===== config.mk =====
export PLATFORM = sky130hd
export DESIGN_NAME = sr_cmd_gen
export DESIGN_NICKNAME = d
export VERILOG_FILES = /design/src/rtl/sr_cmd_gen_pkg.sv /design/src/rtl/sr_cmd_gen_debounce.sv /design/src/rtl/sr_cmd_gen.sv
export SDC_FILE = /design/constraint.sdc
export NUM_CORES = 1
export LEC_CHECK = 0
export ABC_CLOCK_PERIOD_IN_PS = 1900
export CORE_UTILIZATION = 50
export CTS_BUF_LIST = sky130_fd_sc_hd__clkbuf_8
export DETAILED_ROUTE_END_ITERATION = 8
export HOLD_SLACK_MARGIN = 0.08
export PLACE_DENSITY_LB_ADDON = 0.25
export REMOVE_ABC_BUFFERS = 1
export SLEW_MARGIN = 20
export SYNTH_ARGS = -nofsm -noshare
export SYNTH_HDL_FRONTEND = slang
export SYNTH_SLANG_ARGS = --single-unit

===== constraint.sdc =====
create_clock -name clk -period 1.9 [get_ports clk]
set_input_delay 0.38 -clock clk [delete_from_list [all_inputs] [get_ports clk]]
set_output_delay 0.38 -clock clk [all_outputs]
set_load 0.005 [all_outputs]

===== src/rtl/sr_cmd_gen_pkg.sv =====
// Shared types and widths for the sr_cmd_gen set/reset command front-end.
// SR_CMD_GEN_DEBOUNCE_EN selects the debounce filter inside sr_cmd_debounce.
package sr_cmd_pkg;

    localparam int unsigned CNT_W    = 8;
    localparam int unsigned DB_CNT_W = 8;
    localparam int unsigned GAP_W    = 4;

    typedef enum logic [1:0] {
        IDLE,
        SET_PULSE,
        CLR_PULSE,
        HOLDOFF
    } sr_cmd_state_t;

endpackage


===== src/rtl/sr_cmd_gen_debounce.sv =====
// One request line: 2-flop synchroniser, optional debounce filter, rising-edge detect.
// Filter present only when SR_CMD_GEN_DEBOUNCE_EN is defined.
module sr_cmd_debounce
    import sr_cmd_pkg::*;
#(
    parameter int unsigned DB_CYCLES = 4
) (
    input  logic clk,
    input  logic rst_n,
    input  logic req,
    output logic rise
);

    logic sync1_q, sync2_q;
    logic filt;
    logic prev_q;

`ifdef SR_CMD_GEN_DEBOUNCE_EN
    logic [DB_CNT_W-1:0] cnt_q, cnt_d;
    logic                filt_q, filt_d;

    // Counter saturates once accepted; any low sample drops the filter at once.
    always_comb begin
        cnt_d  = '0;
        filt_d = 1'b0;
        if (sync2_q) begin
            if (cnt_q >= DB_CNT_W'(DB_CYCLES - 1)) begin
                cnt_d  = cnt_q;
                filt_d = 1'b1;
            end else begin
                cnt_d = cnt_q + DB_CNT_W'(1);
            end
        end
    end

    always_ff @(posedge clk or negedge rst_n) begin
        if (!rst_n) begin
            cnt_q  <= '0;
            filt_q <= 1'b0;
        end else begin
            cnt_q  <= cnt_d;
            filt_q <= filt_d;
        end
    end

    assign filt = filt_q;
`else
    // DB_CYCLES has no effect without the filter.
    logic unused_db_cfg;
    assign unused_db_cfg = ^DB_CNT_W'(DB_CYCLES);
    assign filt          = sync2_q;
`endif

    always_ff @(posedge clk or negedge rst_n) begin
        if (!rst_n) begin
            sync1_q <= 1'b0;
            sync2_q <= 1'b0;
            prev_q  <= 1'b0;
        end else begin
            sync1_q <= req;
            sync2_q <= sync1_q;
            prev_q  <= filt;
        end
    end

    assign rise = filt & ~prev_q;

endmodule


===== src/rtl/sr_cmd_gen.sv =====
// Turns raw set/clear request levels into exclusive one-cycle s/r pulses for an SR flop.
// Debounce filtering is enabled by defining SR_CMD_GEN_DEBOUNCE_EN.
module sr_cmd_gen
    import sr_cmd_pkg::*;
#(
    parameter int unsigned DB_CYCLES  = 4,
    parameter int unsigned GAP_CYCLES = 2,
    parameter bit          PRIO_SET   = 1'b1
) (
    input  logic             clk,
    input  logic             rst_n,
    input  logic             set_req,
    input  logic             clr_req,
    output logic             s,
    output logic             r,
    output logic             busy,
    output logic             conflict,
    output logic [CNT_W-1:0] cmd_cnt
);

    logic set_rise, clr_rise;

    sr_cmd_debounce #(.DB_CYCLES(DB_CYCLES)) u_set_db (
        .clk   (clk),
        .rst_n (rst_n),
        .req   (set_req),
        .rise  (set_rise)
    );

    sr_cmd_debounce #(.DB_CYCLES(DB_CYCLES)) u_clr_db (
        .clk   (clk),
        .rst_n (rst_n),
        .req   (clr_req),
        .rise  (clr_rise)
    );

    sr_cmd_state_t    state_q, state_d;
    logic [GAP_W-1:0] gap_q, gap_d;
    logic             pend_set_q, pend_set_d;
    logic             pend_clr_q, pend_clr_d;
    logic             s_q, s_d, r_q, r_d;
    logic             busy_q, busy_d;
    logic             conf_q, conf_d;
    logic [CNT_W-1:0] cnt_q, cnt_d;
    logic             can_issue;
    logic             pick_set;

    always_comb begin
        state_d    = state_q;
        gap_d      = gap_q;
        pend_set_d = pend_set_q | set_rise;
        pend_clr_d = pend_clr_q | clr_rise;
        s_d        = 1'b0;
        r_d        = 1'b0;
        conf_d     = 1'b0;
        cnt_d      = cnt_q;
        can_issue  = 1'b0;
        pick_set   = 1'b0;

        // The last HOLDOFF cycle arbitrates like IDLE so a request captured
        // during the gap issues right as the gap ends (spacing 1+GAP_CYCLES).
        case (state_q)
            IDLE: can_issue = 1'b1;
            SET_PULSE, CLR_PULSE: begin
                if (GAP_CYCLES == 0) begin
                    state_d = IDLE;
                end else begin
                    state_d = HOLDOFF;
                    gap_d   = '0;
                end
            end
            HOLDOFF: begin
                if (gap_q == GAP_W'(GAP_CYCLES - 1)) begin
                    state_d   = IDLE;
                    can_issue = 1'b1;
                end else begin
                    gap_d = gap_q + GAP_W'(1);
                end
            end
            default: state_d = IDLE;
        endcase

        if (can_issue && (pend_set_d || pend_clr_d)) begin
            pick_set   = pend_set_d && (!pend_clr_d || PRIO_SET);
            conf_d     = pend_set_d && pend_clr_d;
            state_d    = pick_set ? SET_PULSE : CLR_PULSE;
            s_d        = pick_set;
            r_d        = !pick_set;
            cnt_d      = cnt_q + CNT_W'(1);
            pend_set_d = 1'b0;
            pend_clr_d = 1'b0;
        end

        busy_d = (state_d != IDLE);
    end

    always_ff @(posedge clk or negedge rst_n) begin
        if (!rst_n) begin
            state_q    <= IDLE;
            gap_q      <= '0;
            pend_set_q <= 1'b0;
            pend_clr_q <= 1'b0;
            s_q        <= 1'b0;
            r_q        <= 1'b0;
            busy_q     <= 1'b0;
            conf_q     <= 1'b0;
            cnt_q      <= '0;
        end else begin
            state_q    <= state_d;
            gap_q      <= gap_d;
            pend_set_q <= pend_set_d;
            pend_clr_q <= pend_clr_d;
            s_q        <= s_d;
            r_q        <= r_d;
            busy_q     <= busy_d;
            conf_q     <= conf_d;
            cnt_q      <= cnt_d;
        end
    end

    assign s        = s_q;
    assign r        = r_q;
    assign busy     = busy_q;
    assign conflict = conf_q;
    assign cmd_cnt  = cnt_q;

endmodule


Yosys cells after proc, flatten, opt, wreduce, memory -nomap -nowiden
Cells that the tools add are included.

Output and inout port bits: 12. Register bits after elaboration: 26. Input port bits: 4. Logic and storage cells: 50.

Add/sub/neg operators: 2. Muxes and demuxes: 13. Equal/unequal tests: 5. Reductions and logical operators: 9. Bitwise logic cells: 6.

Operators by type and width (count): adder 8 x 1 -> 8 bit (second input constant) (1); case mux 4 bit (2 select lines) (1); 2-to-1 mux 1 bit (6); 2-to-1 mux 2 bit (3); adder 4 x 1 -> 4 bit (second input constant) (1); == test 2 bit (second input constant) (2); == test 4 x 1 -> 1 bit (second input constant) (1); 2-to-1 mux 4 bit (1); case mux 2 bit (2 select lines) (1); nonzero test 2 bit (2); AND 1 bit (2); == test 2 x 1 -> 1 bit (second input constant) (1); logical AND 1 bit (2); logical NOT 2 bit (1); != test 2 bit (second input constant) (1); NOT 1 bit (2); OR 1 bit (2); case mux 1 bit (2 select lines) (1); AND reduction 2 bit (1); OR reduction 2 bit (1); logical NOT 1 bit (1); logical OR 1 bit (1).

Longest topological paths before layout
Depth after elaboration: 7. Gate-level depth with buffers: 6. Gate-level depth less buffers: 6.

Cells and area by module
From an unflattened synthesis, not the netlist that was laid out.

Cells, all modules: 102. Area total of the unflattened synthesis: 1191.1 um^2.

By module, submodules not included: sr_cmd_gen (cells an instance 94, times used 1, area an instance 1013.5 um^2); sr_cmd_debounce (cells an instance 4, times used 2, area an instance 88.8 um^2).

Least setup slack after synthesis
No wires, ideal clock.

Kind: register to register. Start point: register gap_q[1]. End point: register cnt_q[1], in the netlist cmd_cnt[1]. Cell stages (with the launch flop): 7. Required time: 1775 ps. Arrival: 1645 ps. Setup slack: 130 ps. Clock period less this slack: 1770 ps. Library setup time: 125 ps. Cells stage by stage: dfrtp_1 -> inv_1 -> ha_1 -> nor3b_4 -> a31oi_4 -> or2_4 -> mux2_4.

Cells in the longest elaborated chain, start to end: 4.

Ends and longest elaborated chain: start, declared (RTL line sr_cmd_gen.sv:38) `logic [GAP_W-1:0] gap_q, gap_d;`; start signal, assigned (RTL line sr_cmd_gen.sv:110) `gap_q <= gap_d;`; == test 4 x 1 -> 1 bit (RTL line sr_cmd_gen.sv:73) `if (gap_q == GAP_W'(GAP_CYCLES - 1)) begin`; 2-to-1 mux 1 bit (RTL line sr_cmd_gen.sv:73); case mux 1 bit (2 select lines) (RTL line sr_cmd_gen.sv:62) `case (state_q)`; logical AND 1 bit (RTL line sr_cmd_gen.sv:83) `if (can_issue && (pend_set_d || pend_clr_d)) begin`; end signal, assigned (RTL line sr_cmd_gen.sv:117) `cnt_q <= cnt_d;`; end, declared (RTL line sr_cmd_gen.sv:44) `logic [CNT_W-1:0] cnt_q, cnt_d;`.

Every way passes these cells. A chain may end at the register's enable or synchronous reset.

Final worst setup path
Start point: register state_q[0]. End point: register cnt_q[1], in the netlist cmd_cnt[1].

Cells in the longest elaborated chain, start to end: 3. Elaborated cells on any way between the ends: 4.

Ends and longest elaborated chain: start, declared (RTL line sr_cmd_gen.sv:37) `sr_cmd_state_t state_q, state_d;`; start signal, assigned (RTL line sr_cmd_gen.sv:109) `state_q <= state_d;`; == test 2 bit / logical NOT 2 bit (equally long branches) (RTL line sr_cmd_gen.sv:62); case mux 1 bit (2 select lines) * (RTL line sr_cmd_gen.sv:62); logical AND 1 bit * (RTL line sr_cmd_gen.sv:83).

Mark *: on every way between the ends. The rest lies on a longest branch, timed or not.

==> impl_summary.txt <==
----------------------------------------------------
[STA]
  Final hold violation count ... 0
  Worst Slack Setup Final ... 0.151 ns
  Final sum of negative setup slack ... 0 ns
  Worst slew pin tran ... 0.331 ns
  Highest Clock Rate ... 572 MHz
  Worst clock skew ... 0.00430 ns
  Unrepaired setup endpoints after global routing ... false
  Final clock period utilization by the worst path ... 92.0%
  Max-Slew Margin vs Limit ... 77.9%
  Total of endpoints with negative setup slack in the final report ... 0
  Min cycle time layout ... 1.75 ns
  Final Max Slew Viols ... 0

[Run status]
  Run status ... completed

[Layout]
  Largest register FFs ... 8
  Layout overhead on the synthesized area ... 22.9%
  Antenna cells ... 0
  Area occupied by registers ... 651 µm²
  NumNets Final ... roughly 130
  Final standard cell utilization of the core ... about two thirds
  Layout cell share with drive strength beyond 1 ... about an eighth
  Combined area of the multi-input logic cells ... a little under 500 µm²
  Count of fill cells added during filler insertion ... between 150 and 200

[Setup path]
  Worst r2r src ... state_q[0]$_DFF_PN0_
  Largest stage delay on the critical path ... 0.39 ns
  WP data arrival ... roughly 1.9 ns
  Critical Setup Path Class ... flip-flop to flip-flop
  Startpoint Class ... flip-flop
  Maximum fanout encountered on the critical timing path ... 4
  Endpoint class of the critical path ... flip-flop
  Critical-path cell with the highest stage delay ... dfrtp_1
  Critical path's most frequent cell ... inv_1
  Cell family with the largest share of critical-path delay ... flip-flops
  CP cell instances ... inv_1 > ha_1 > inv_1 > a31oi_4 > or2_4 > mux2_4
  Data required, critical path ... 2.05 ns
  Critical path buffer and inverter count ... 2
  Critical Path Start ... state_q[0]$_DFF_PN0_

[Hold path]
  Worst min-delay path category ... flip-flop to flip-flop
  Hold Startpoint ... u_clr_db.sync1_q$_DFF_PN0_

[Yosys]
  Most frequent cells after synthesis ... 26 x dfrtp_1, 8 x nor2_1, 8 x xor2_1, 7 x nor3_1, 6 x ha_1
  Combined area of all synthesized cells ... ~0.0012 mm²
  Share of the yosys chip area belonging to registers ... around 56%
  Most frequent cell after synthesis ... dfrtp_1
  Number of unique standard cell types used by synthesis ... 31
  Synthesis Warnings ... 0
  Async S/R FF share, synth ... 100%
  Combinational family with the most area after synthesis ... simple AND/OR/NAND/NOR gates
  Biggest area consumer among synthesized cells ... dfrtp_1
  Cell types occupying the most area after synthesis ... dfrtp_1 56%, ha_1 6.5%, xor2_1 6.1%, nor3_1 3.0%, nor2_1 2.6%
  Flip-flop cell with the highest count after synthesis ... dfrtp_1
  Proportion of synthesized area in mux cells ... roughly 1.3%
  Count of flip-flops with a built-in enable after synthesis ... 0
  #FFs+latches synth ... 26
  Share of the synthesized area in the top cell type ... between 50% and 60%
  Adder-cell area share of the yosys netlist ... ~6.5%
  Post-synthesis cell count ... slightly below 100
  Xor/xnor cell area share of the yosys netlist ... 6.83%
  Simple-gate share of the synthesized area ... 17.8%
  Syn_area_per_cell ... around 12 µm²
  Synthesized-area fraction occupied by ao, oa, aoi and oai cells ... under 10%

[Clocking]
  CTS tree ... built
  Clk Latency, worst-skew pair ... roughly 0.26 ns
  Clock tree root driver cell ... clkbuf_8
  Clock buffer count from CTS ... 3
  H-tree lvl count ... 1
  Clock sink count ... 26
  CTS clock-pin slew for the worst setup and hold paths ... roughly 0.080 ns
  CTS Hold Buffers Added ... 0
  Maximum root-to-sink buffer count ... 2

[Routing]
  Routed wire length ... around 1.9 mm
  Vias per inst ... around 5.3
  TritonRoute pass-1 iters ... 4
  Antenna-violating nets left ... 0
  Mean routed wirelength per cell ... about 13 µm
  Via total after detailed routing ... 780
  Residual DRC ... 0
  First-iteration detailed-routing DRC count ... 20

[Die]
  Width of the chip ... approximately 50 µm
  Starting density of the core ... 52.7%
  Core area ... 0.00219 mm²
  Number of placed I/O pins ... 16
  Die Ht ... 50.1 µm
  Area enclosed by the die boundary ... roughly 0.0025 mm²
  Std-Cell Rows ... 17

[GRT]
  Via count of the first global-routing pass ... 714
  Congestion Overflow GR ... 0
  Maximum number of pins on one net before global-route repair ... 27
  Total track usage ... 17.7%
  Global-route wire length before repair ... 3.24 mm
  Number of antenna violations at the first check in global routing ... 0

[Placement]
  Last weighted congestion value of the routability-driven placer ... between 0.7 and 0.8
  Post-detailed-placement half-perimeter wirelength ... approximately 1.4 mm
  Count of port buffers added during placement ... 15
  Placement-stage worst setup slack ... 0.167 ns

[Power and ir drop]
  Worst supply voltage drop on vdd ... around 1.1 mV
  Share of power burned in combinational logic ... about 48%
  Clock network fraction of total power ... a little over an eighth
  Reported leakage power ... approximately 0.65 nW
  Fraction of power consumed by sequential logic ... between 30% and 40%
  Net Sw Frac ... roughly 36%
  Sw Pwr ... 0.811 mW
  Total power density per cell area ... ~1600 mW/mm²
  Internal power contribution ... 1.42 mW

[Run]
  Max Cap Viol ... 0

----------------------------------------------------
==> timing repair <==
action | 4_1_cts | 5_1_grt
setup buffers | 0 | 0
resized for setup | 0 | 1
endpoints found under the setup margin | 0 | 1
==> through the flow <==
step | power, mW | hold slack, ns | instance area, µm² | instances
3_3_place_gp | 1.91 | 0.333 | 1370 | 145
4_1_cts | 2.24 | 0.356 | 1410 | 148
2_1_floorplan | 1.52 | 0.0844 | 1150 | 97
3_5_place_dp | 1.95 | 0.336 | 1370 | 145
5_1_grt | 2.42 | 0.363 | 1420 | 148
6_report | 2.23 | 0.353 | 1420 | 148
==> worst paths after layout <==
| kind | to | slack [ns] | cells past startpoint |
|---|---|---|---|
| max reg2reg | cmd_cnt[1]$_DFFE_PN0P_ | 0.15 | 6 |
| max | cmd_cnt[1]$_DFFE_PN0P_ | 0.15 | 6 |
| min | u_clr_db.filt$_DFF_PN0_ | 0.35 | 0 |
| min reg2reg | u_clr_db.filt$_DFF_PN0_ | 0.35 | 0 |
| max in group asynchronous | u_set_db.filt$_DFF_PN0_ | 1.19 | 2 |
| min in group asynchronous | cmd_cnt[3]$_DFFE_PN0P_ | 0.48 | 2 |
==> power groups by stage <==
stage          clock, mW  sequential, mW  combinational (mW)
2_1_floorplan          0           0.862               0.660
3_3_place_gp           0           0.872                1.04
3_5_place_dp           0           0.882                1.07
4_1_cts            0.302           0.871                1.07
5_1_grt            0.327           0.894                1.20
6_report           0.292           0.869                1.07
==> area by class of cell <==
class                   instances  area share (%)
clock buffers                   3            2.91
inverters                       5            1.32
multi-input cells              66            34.2
flip-flops and latches         26            45.9
well taps                      28            2.47
repair buffers                 20            13.2
==> layer usage <==
layer / global-route usage (%) / up-vias / routed length [µm]
li1: - / 382 / -
met1: 22.2 / 368 / 883
met2: 28.7 / 28 / 883
met3: 6.48 / 2 / 100
met4: 4.29 / 0 / 8
met5: 0 / - / 0
==> cells in the final DEF, fill, tap and decap left out, types with 2 or more instances in the layout <==
| cell type | instances |
|---|---|
| a21oi_1 | 3 |
| nor2b_1 | 3 |
| ha_1 | 6 |
| nand2_1 | 5 |
| dfrtp_1 | 26 |
| inv_1 | 5 |
| xor2_1 | 8 |
| nand3_1 | 2 |
| clkbuf_8 | 3 |
| o22ai_1 | 2 |
| nor3_1 | 7 |
| nor2_1 | 8 |
| o21ai_0 | 2 |
| clkdlybuf4s50_1 | 15 |
| buf_4 | 5 |
| nand4_1 | 3 |
==> kinds of logic (layout without fill, tap and decap cells) <==
| family | count (synthesis) | count (layout) |
|---|---|---|
| compound gates | 14 | 14 |
| xor+xnor | 9 | 9 |
| fa+ha+maj | 6 | 6 |
| buf+inv | 6 | 28 |
| flops | 26 | 26 |
| mux | 1 | 1 |
| simple gates | 36 | 36 |
No activity file was read; power rests on OpenSTA's default activity.
